### src/rtl/piso_pkg.sv
// Shared definitions for the parallel-in / serial-out serializer.
package piso_pkg;

    // FSM encoding: IDLE = 0, SHIFT = 1
    typedef enum logic {
        IDLE  = 1'b0,
        SHIFT = 1'b1
    } state_t;

    // Default parallel word width
    localparam int unsigned DEFAULT_WIDTH = 4;

endpackage

### src/rtl/piso_bitcnt.sv
// Modulo-WIDTH bit counter with synchronous clear, enable and terminal-count flag.
module piso_bitcnt
    import piso_pkg::*;
#(
    parameter int unsigned WIDTH = DEFAULT_WIDTH
) (
    input  logic                     clk,
    input  logic                     rst_n,
    input  logic                     clr,
    input  logic                     en,
    output logic [$clog2(WIDTH)-1:0] cnt,
    output logic                     tc
);

    localparam int unsigned CW = $clog2(WIDTH);
    localparam logic [CW-1:0] LAST = CW'(WIDTH - 1);

    // Terminal count flags the last bit position of a word
    always_comb begin
        tc = (cnt == LAST);
    end

    // Count bit positions, wrapping to zero after the last one
    always_ff @(posedge clk or negedge rst_n) begin
        if (!rst_n) begin
            cnt <= '0;
        end else if (clr) begin
            cnt <= '0;
        end else if (en) begin
            cnt <= tc ? '0 : cnt + 1'b1;
        end
    end

endmodule

### src/rtl/piso_serializer.sv
// Parallel-in / serial-out serializer with a one-word holding register so that
// consecutive words stream out with no idle cycles between them.
module piso_serializer
    import piso_pkg::*;
#(
    parameter int unsigned WIDTH     = DEFAULT_WIDTH,
    parameter bit          MSB_FIRST = 1'b1
) (
    input  logic             clk,
    input  logic             rst_n,
    input  logic [WIDTH-1:0] din,
    input  logic             load_valid,
    output logic             load_ready,
    output logic             so,
    output logic             so_valid,
    output logic             word_first,
    output logic             word_last
);

    localparam int unsigned CW = $clog2(WIDTH);

    state_t           state_q;
    state_t           state_d;
    logic [WIDTH-1:0] hold_q;
    logic             hold_full;
    logic [WIDTH-1:0] sreg;
    logic [CW-1:0]    cnt;
    logic             cnt_tc;
    logic             cnt_clr;
    logic             cnt_en;
    logic             reload;
    logic             shift;
    logic             accept;
    logic             out_bit;

    piso_bitcnt #(
        .WIDTH(WIDTH)
    ) u_bitcnt (
        .clk  (clk),
        .rst_n(rst_n),
        .clr  (cnt_clr),
        .en   (cnt_en),
        .cnt  (cnt),
        .tc   (cnt_tc)
    );

    // Handshake and output-end bit selection
    always_comb begin
        load_ready = !hold_full;
        accept     = load_valid && load_ready;
        out_bit    = MSB_FIRST ? sreg[WIDTH-1] : sreg[0];
    end

    // Next-state, datapath controls and serial outputs
    always_comb begin
        state_d    = state_q;
        reload     = 1'b0;
        shift      = 1'b0;
        cnt_clr    = 1'b0;
        cnt_en     = 1'b0;
        so_valid   = 1'b0;
        so         = 1'b0;
        word_first = 1'b0;
        word_last  = 1'b0;
        case (state_q)
            IDLE: begin
                if (hold_full) begin
                    reload  = 1'b1;
                    cnt_clr = 1'b1;
                    state_d = SHIFT;
                end
            end
            SHIFT: begin
                so_valid   = 1'b1;
                so         = out_bit;
                word_first = (cnt == '0);
                word_last  = cnt_tc;
                if (!cnt_tc) begin
                    shift  = 1'b1;
                    cnt_en = 1'b1;
                end else if (hold_full) begin
                    // Back-to-back reload keeps the stream gapless
                    reload  = 1'b1;
                    cnt_clr = 1'b1;
                end else begin
                    cnt_en  = 1'b1;
                    state_d = IDLE;
                end
            end
            default: state_d = IDLE;
        endcase
    end

    // FSM state register
    always_ff @(posedge clk or negedge rst_n) begin
        if (!rst_n) begin
            state_q <= IDLE;
        end else begin
            state_q <= state_d;
        end
    end

    // Holding register: filled on accept, emptied on reload (never both at once)
    always_ff @(posedge clk or negedge rst_n) begin
        if (!rst_n) begin
            hold_q    <= '0;
            hold_full <= 1'b0;
        end else if (reload) begin
            hold_full <= 1'b0;
        end else if (accept) begin
            hold_q    <= din;
            hold_full <= 1'b1;
        end
    end

    // Shift register moves one position toward the output end per bit
    always_ff @(posedge clk or negedge rst_n) begin
        if (!rst_n) begin
            sreg <= '0;
        end else if (reload) begin
            sreg <= hold_q;
        end else if (shift) begin
            sreg <= MSB_FIRST ? {sreg[WIDTH-2:0], 1'b0} : {1'b0, sreg[WIDTH-1:1]};
        end
    end

endmodule

### config.mk
export PLATFORM = sky130hd
export DESIGN_NAME = piso_serializer
export DESIGN_NICKNAME = d
export VERILOG_FILES = /design/src/rtl/piso_pkg.sv /design/src/rtl/piso_bitcnt.sv /design/src/rtl/piso_serializer.sv
export SDC_FILE = /design/constraint.sdc
export NUM_CORES = 1
export LEC_CHECK = 0
export ABC_AREA = 1
export CAP_MARGIN = 5
export CORE_AREA = 5 5 42 44
export DETAILED_ROUTE_END_ITERATION = 8
export DIE_AREA = 0 0 47 49
export PLACE_DENSITY_LB_ADDON = 0.25
export SLEW_MARGIN = 20
export SYNTH_ARGS = -nofsm -noshare
export SYNTH_HDL_FRONTEND = slang
export SYNTH_HIERARCHICAL = 1
export SYNTH_SLANG_ARGS = --single-unit
### constraint.sdc
create_clock -name clk -period 2.2 [get_ports clk]
set_clock_uncertainty 0.15 [all_clocks]
set_input_delay 0.22 -clock clk [delete_from_list [all_inputs] [get_ports clk]]
set_output_delay 0.22 -clock clk [all_outputs]
set_load 0.01 [all_outputs]
# Word level (Yosys, flattened, before mapping)
# Cells that the tools add are included.
[totals]
memories = 0
out_inout_bits = 5
input_bits = 7
latch_bits = 0
word_cells = 37
ramBits = 0
register_bits = 12
romBits = 0
[op_classes]
mul = 0
n_div = 0
n_shift = 0
eq_ne = 1
n_reduce_logical = 7
n_bitwise = 2
muxes = 21
n_lt_le_gt_ge = 0
add_sub_neg = 1
[op_table]
columns = ["operator", "count"]
rows = [
  ["2-to-1 mux 1 bit", 14],
  ["2-to-1 mux 4 bit", 2],
  ["2-to-1 mux 2 bit", 3],
  ["nonzero test 2 bit", 3],
  ["case mux 1 bit (2 select lines)", 2],
  ["adder 2 x 1 -> 2 bit (second input constant)", 1],
  ["== test 2 bit (second input constant)", 1],
  ["zero test 2 bit", 1],
  ["NOT 1 bit", 2],
  ["AND reduction 2 bit", 1],
  ["logical AND 1 bit", 1],
  ["zero test 1 bit", 1],
]

# Depth between registers and ports, before layout
# Gate-level depths: netlist (run 1).
[logic_depth]
depth_word = 5
depth_mapped = 6
depth_no_buf = 6

# Cells and area by module
# The synthesis (run 1) kept the hierarchy.
[modules_own_cells]
columns = ["module", "cells_per_inst", "n_inst", "seq_area_each_um2", "area_each_um2"]
rows = [
  ["piso_serializer", 53, 1, 250.2, 456.7],
  ["piso_bitcnt", 12, 1, 50.0, 101.3],
]

# Least setup slack after synthesis (run 1)
# No wires, ideal clock.
[synth_timing]
kind = "register -> register"
startpoint = "reg u_bitcnt.cnt[0]"
endpoint = "reg u_bitcnt.cnt[0]"
period_less_slack_ps = 1334
slack_ps = 866
path_buffers = 0
path_stages_with_launch = 6
setup_time_ps = 118
arrival_ps = 1066
required_time_ps = 1932
cell_sequence = "dfrtp_1 -> ha_1 -> a21oi_1 -> nor2_2 -> nand2_1 -> nand2_1"
[synth_between]
elab_chain_len = 4
word_cells_on_any_way = 10
cone_classes = "add/sub: 1; eq/ne: 1; mux: 7; reduce/logical: 1"
[synth_rtl]
columns = ["element", "line", "source"]
rows = [
  ["start, declared", "piso_bitcnt.sv:11", "output logic [$clog2(WIDTH)-1:0] cnt,"],
  ["start signal, assigned", "piso_bitcnt.sv:30", "cnt <= tc ? '0 : cnt + 1'b1;"],
  ["== test 2 bit", "piso_bitcnt.sv:20", "tc = (cnt == LAST);"],
  ["net cnt_tc", "piso_serializer.sv:28", "logic cnt_tc;"],
  ["2-to-1 mux 1 bit", "piso_serializer.sv:78", "if (!cnt_tc) begin"],
  ["2-to-1 mux 1 bit", "piso_serializer.sv:65", "case (state_q)"],
  ["net cnt_en", "piso_serializer.sv:30", "logic cnt_en;"],
  ["nonzero test 2 bit (no source line)", "-", ""],
]
# The timed path passes the listed nets, and every way through them passes these cells. The select of a mux whose other input is x is not followed.
# A chain may end at the register's enable or synchronous reset.

# Worst setup path in the final report (run 1)
[layout_timing]
startpoint = "reg u_bitcnt.cnt[0]"
endpoint = "out word_last"
[layout_between]
elab_chain_len = 2
[layout_rtl]
columns = ["element", "line", "source"]
rows = [
  ["== test 2 bit", "piso_bitcnt.sv:20", ""],
  ["net cnt_tc", "piso_serializer.sv:28", ""],
  ["2-to-1 mux 1 bit", "piso_serializer.sv:65", ""],
  ["end, declared", "piso_serializer.sv:17", "output logic word_last"],
]
# The timed path passes the listed nets, and every way through them passes these cells.

==> results of run 1 <==
metrics by stage:
step / power (mW) / std cells / cell area, sq um / setup WS [ns]
final: 0.992 / 94 / 699 / 0.208
after global routing: 1.10 / 94 / 699 / 0.0529
after CTS: 1.01 / 94 / 699 / 0.185
after floorplan: 0.728 / 65 / 558 / 0.866
after global placement: 0.873 / 91 / 677 / 0.529
after detailed placement: 0.877 / 91 / 677 / 0.482
final cells by class:
cell class,instances,area (sq um)
fillers,146,702
well taps,16,20.0
inverters,6,22.5
flip-flops and latches,12,300
multi-input cells,46,224
clock buffers,3,22.5
repair buffers,11,110
registers in the layout (all words and copies together) (netlist names):
| signal | cells |
|---|---|
| u_bitcnt/cnt | 2 |
| hold_full | 1 |
| hold_q | 4 |
| state_q | 1 |
| sreg | 4 |
logic make-up after synthesis:
| family | synth area share, % |
|---|---|
| adder cells (fa/ha/maj) | 2.24 |
| AO/OA/AOI/OAI | 1.79 |
| flip-flops | 53.8 |
| AND/OR/NAND/NOR | 36.1 |
| buffers and inverters | 6.05 |
placed cells by master, fill, tap and decap left out:
cell type / count
a21oi_1: 1
clkbuf_4: 3
clkdlybuf4s50_1: 11
dfrtp_1: 12
ha_1: 1
inv_1: 3
inv_2: 3
nand2_1: 20
nand2_4: 1
nand3_1: 17
nor2_1: 2
nor2_2: 1
nor2_4: 1
nor3_1: 1
o21ai_0: 1
worst paths after layout:
path,from,end,slack (ns),cells past startpoint
max in group asynchronous,rst_n,hold_q[2],1.41,1
worst min-delay path,rst_n,sreg[1],0.15,1
worst max-delay path,u_bitcnt/cnt[0],word_last,0.21,4
worst min register to register,hold_q[3],hold_q[3],0.32,2
worst max register to register,u_bitcnt/cnt[0],u_bitcnt/cnt[0],0.76,5
min in group clk,hold_q[3],hold_q[3],0.32,2
power by group through the flow:
stage / registers, mW / clock network [mW] / logic (mW)
floorplan: 0.391 / 0 / 0.338
global placement: 0.400 / 0 / 0.473
detailed placement: 0.403 / 0 / 0.474
CTS: 0.399 / 0.132 / 0.476
global route: 0.416 / 0.136 / 0.548
finish: 0.399 / 0.126 / 0.467
critical path, delay by kind of cell, from the launching register on:
| kind | cells | cell delay (ns) |
|---|---|---|
| DFF | 1 | 0.39 |
| and+or+nand+nor | 1 | 0.08 |
| adders and majority gates | 1 | 0.32 |
| buffers and inverters | 2 | 0.57 |
per-layer routing:
layer | up-vias | global-route usage [%] | part of all wire, %
met5 | - | 0 | 0
met4 | 0 | 5.53 | 0
met3 | 0 | 2.21 | 9.0
met1 | 195 | 13.9 | 44
met2 | 13 | 13.1 | 47
li1 | 238 | - | -
==> impl_results.md, run 1 <==
- Most common cell in the netlist: nand2_1
- Req. time, crit path: roughly 1.8 ns
- Tot GR Track Use: under 10%
- NetSw: 402 uW
- Sequential cell area fraction in the yosys report: roughly 54%
- Endpoint class of the critical path: primary output
- Die H: 49 microns
- Util after Layout: between 40% and 50%
- Root buffer cell: clkbuf_4
- Longest Clk Path Bufs: 2
- Arr. time, crit path: 1.62 ns
- DPL Wire Length: 691 microns
- Synth top area share: between 50% and 60%
- Rows: 14
- Number of enable flip-flop cells after synthesis: 0
- Setup total negative slack: 0 ns
- CP Class: register to primary output
- Final Slew Violations: 0
- Worst hold slack: about 0.15 ns
- Least-Margin Pin Slew: 0.513 ns
- Cells after Synth: 65
- Final period utilization: 90.6%
- Via-per-instance ratio: 4.74
- Drt total wl: 892 microns
- Slew headroom: 65.7%
- Most used flip-flop cell after synthesis: dfrtp_1
- Reg clk slew, reported paths: about 0.07 ns
- Post-CTS Setup Bufs: 0
- Ports: 12
- Htree depth: 1
- Initial antenna violation count: 0
- Switching Share: 40.5%
- Area leader, netlist: dfrtp_1
- Synthesized area: roughly 560 sq um
- CP max stage cell: clkdlybuf4s50_1
- Max Cap Violations: 0
- Pint: 590 uW
- Ys Warns: 6
- # diodes: 0
- Layout cells sized above 1: 11.5%
- CTS resizes: 0
- Clk sinks: 12
- Tmin final: 1.99 ns
- Area growth, synth to finish: 25.3%
- # DRC: 0
- Hold bufs inserted after CTS: 0
- DR pass1 iterations: 4
- Die Area: ~2300 sq um
- Vias: 446
- Critical-path cell list: ha_1 -> nand2_1 -> inv_1 -> clkdlybuf4s50_1
- Status: complete, no violations
- RSZ-0062 raised after global routing: no
- Avg Synthesized Cell Area: between 8 and 9 sq um
- Core area: roughly 1400 sq um
- Synth area leaders: dfrtp_1, nand3_1, nand2_1
- Clock network power share: 12.7%
- CTS tree: yes
- Distinct cells, synth: 14
- Startpoint Class: register
- Synthesized flop and latch total: 12
- Endpoints failing hold: 0
- Ys async rst share: 100%
- Initial Util: around two fifths
- Nets: around 90
- DR iter-0 viols: 5
- Worst hold path class: input port to asynchronous set/reset pin
- Num CTS Buffers: 3
- Die width: 47 microns
- First-pass GRT wire length: 1650 microns
- Commonest cells in the netlist: nand2_1, nand3_1, dfrtp_1, inv_1, inv_2
- Placer congestion estimate: a little over 0.7
- DRT antenna net count: 0
- Syn Nets: between 70 and 80
- Clk Latency, worst-skew pair: 0.26 ns
- Reg power frac: 40.2%
- Vias in the first global route: 403
- VDD IR-drop max: approximately 500 uV
- Power density cells: 1420 nW/um^2
- Avg WL per Cell: 9.49 microns
- Max Freq: between 500 and 600 MHz
- Lkg Pwr: 0.354 nW
- Pin count of the biggest net entering global routing: 14
- Count of final setup violators: 0
- Buffers on Ports: 11
- CP max FO: 5
- Grt ovf: 0
- CP max stage delay: 0.52 ns
- Comb power frac: 47.1%
No activity file was read; power rests on OpenSTA's default activity.
==> run 2, diff against run 1 <==
--- a/config.mk
+++ b/config.mk
@@ -5,7 +5,6 @@
 export SDC_FILE = /design/constraint.sdc
 export NUM_CORES = 1
 export LEC_CHECK = 0
-export ABC_AREA = 1
 export CAP_MARGIN = 5
 export CORE_AREA = 5 5 42 44
 export DETAILED_ROUTE_END_ITERATION = 8
==> run 2 against run 1 <==
Effect of this change: register-to-register slack worse by 0.29 ns; routed wire length is 1.3% lower; via count is 23% lower; worst hold slack worse by 0.0035 ns; global-route usage is 0.75 points lower; design area is 4.1% higher; synthesized cell count is 35% lower; synthesized area is 2.7% higher; sequential share of layout area is 1.7 points lower; combinational power is 8.1% higher; die area stayed put; first-iteration DRC count is 80% lower.
==> impl_results.md, run 2 <==
- Status: complete, no violations
- Synth top area share: 52.4%
- Lkg Pwr: 0.337 nW
- DPL Wire Length: 693 microns
- Avg Synthesized Cell Area: between 10 and 15 sq um
- Buffers on Ports: 11
- Startpoint Class: register
- Num CTS Buffers: 3
- Arr. time, crit path: 1.57 ns
- Core area: 1400 sq um
- Syn Nets: 50
- Final instance area: about 730 sq um
- Commonest cells in the netlist: dfrtp_1, mux2_2, mux2_4, nor2_1
- Max Freq: 516 MHz
- Ports: 12
- Drt total wl: between 800 and 900 microns
- Area leader, netlist: dfrtp_1
- Most common cell in the netlist: dfrtp_1
- Synthesized flop and latch total: 12
- Worst hold path class: input port to asynchronous set/reset pin
- Die width: 47 microns
- DR iter-0 viols: 1
- Reg power frac: 38.3%
- Clk Latency, worst-skew pair: 0.27 ns
- Ys Warns: 6
- Count of final setup violators: 0
- Req. time, crit path: 1.83 ns
- CP max FO: 5
- Longest Clk Path Bufs: 2
- Most common cell after layout, fill and taps aside: dfrtp_1
- Die H: 49 microns
- Endpoints failing hold: 0
- Synthesized area: 573 sq um
- Nets: 65
- CP max stage cell: clkdlybuf4s50_1
- Vias in the first global route: 357
- Final period utilization: 88.1%
- Via-per-instance ratio: 4.78
- Tmin final: 1.94 ns
- Endpoint class of the critical path: primary output
- Tot GR Track Use: 8.98%
- Post-CTS Setup Bufs: 0
- Reg clk slew, reported paths: 0.07 ns
- Number of enable flip-flop cells after synthesis: 0
- Power density cells: approximately 1500 nW/um^2
- Biggest regs: hold_q: 4 flops, sreg: 4 flops, u_bitcnt/cnt: 2 flops
- Distinct cells, synth: 18
- Critical-path cell list: ha_1 -> and2_1 -> clkdlybuf4s50_1
- VDD IR-drop max: about 670 uV
- Clk sinks: 12
- Htree depth: 1
- CP max stage delay: 0.47 ns
- Pin count of the biggest net entering global routing: 13
- # DRC: 0
- Final Slew Violations: 0
- Pre-CTS setup slack: 0.454 ns
- DRT antenna net count: 0
- Switching Share: 31.6%
- Setup WS post-layout: 0.262 ns
- Rows: 14
- Comb power frac: 46.1%
- Cells after Synth: 42
- Hold bufs inserted after CTS: 0
- Sequential cell area fraction in the yosys report: a little over half
- Most frequent cells in the layout: dfrtp_1, clkdlybuf4s50_1, mux2_2
- Max Cap Violations: 0
- CP Class: register to primary output
- Slew headroom: 64.8%
- Worst hold slack: 0.145 ns
- RSZ-0062 raised after global routing: no
- Placed inst area: 692 sq um
- NetSw: ~350 uW
- Root buffer cell: clkbuf_4
- Ys async rst share: 100%
- Synth area leaders: dfrtp_1, mux2_2, mux2_4
- CTS resizes: 0
- Grt ovf: 0
- Pint: 750 uW
- First-pass GRT wire length: 1510 microns
- Most used flip-flop cell after synthesis: dfrtp_1
- Initial Util: 40.9%
- Setup total negative slack: 0 ns
- Area growth, synth to finish: 27.1%
- Vias: 344
- Die Area: 2300 sq um
- Layout cells sized above 1: 30.4%
- Clock network power share: roughly 16%
- Avg WL per Cell: 12.2 microns
- # diodes: 0
- Least-Margin Pin Slew: 0.526 ns
- DR pass1 iterations: 4
- Placer congestion estimate: around 0.68
- CTS tree: yes
- Initial antenna violation count: 0
run 2: cell count changes after synthesis, moves of 2 or more:
cell and delta:
mux2i_1 +2, mux2_4 +3, mux2_2 +7, inv_2 -3, and2_1 +2, inv_1 -2
nand2_1 -19, nand2b_1 +2, nand3_1 -17
run 2: worst max-delay path, delay by kind of cell (launching register included):
family        cells  cell delay, ns
flops             1            0.42
fa+ha+maj         1            0.25
buf+inv           1            0.47
simple gates      1            0.16
run 2: final timing paths:
path	cells after the start	to	startpoint	slack [ns]
worst min register to register	1	hold_q[0]	hold_q[0]	0.36
max in group asynchronous	1	sreg[3]	rst_n	1.41
min in group clk	1	hold_q[0]	hold_q[0]	0.36
worst max register to register	4	u_bitcnt/cnt[0]	u_bitcnt/cnt[0]	0.47
worst min-delay path	1	sreg[1]	rst_n	0.14
worst max-delay path	3	word_last	u_bitcnt/cnt[0]	0.26
run 2: routing by layer:
metal / GRT usage [%] / part of all wire (%) / vias to the layer above
met5: 0 / 0 / -
met4: 2.76 / 0 / 0
met3: 4.43 / 8.6 / 0
met2: 13.1 / 47 / 12
met1: 11.4 / 44 / 161
li1: - / - / 171
run 2: layout make-up:
class                           count  area, sq um
Sequential cell                    12          300
Clock buffer                        4         36.3
Fill cell                         136          673
Tap cell                           16         20.0
Inverter                            1         3.75
Timing Repair Buffer               11          110
Multi-Input combinational cell     28          258
run 2: cells by family (layout without fill, tap and decap cells):
group           count (synthesis)  count (layout)  synth area share, %
compound gates                  3               3                 4.37
fa+ha+maj                       1               1                 2.18
buf+inv                         2              16                 2.62
flops                          12              12                 52.4
mux                            12              12                 25.1
simple gates                   12              12                 13.3
run 2: through the flow:
stage | power (mW) | std cells | utilization [%]
after floorplan | 0.789 | 42 | -
after global placement | 0.924 | 68 | 49.4
after detailed placement | 0.942 | 68 | 49.4
after CTS | 1.12 | 72 | 52.0
after global routing | 1.19 | 72 | 52.0
final | 1.10 | 72 | 52.0
run 2: power groups by stage:
stage	Combinational (mW)	Clock, mW	Sequential [mW]
6_report	0.505	0.171	0.420
5_1_grt	0.560	0.190	0.442
4_1_cts	0.515	0.179	0.424
3_5_place_dp	0.513	0	0.429
3_3_place_gp	0.502	0	0.422
2_1_floorplan	0.410	0	0.380
==> run 3, diff against run 2 <==
--- a/config.mk
+++ b/config.mk
@@ -10,6 +10,7 @@
 export DETAILED_ROUTE_END_ITERATION = 8
 export DIE_AREA = 0 0 47 49
 export PLACE_DENSITY_LB_ADDON = 0.25
+export SKIP_LAST_GASP = 1
 export SLEW_MARGIN = 20
 export SYNTH_ARGS = -nofsm -noshare
 export SYNTH_HDL_FRONTEND = slang
==> results of run 3 <==
Final layout, timing and power as in run 2 (identical DEF).
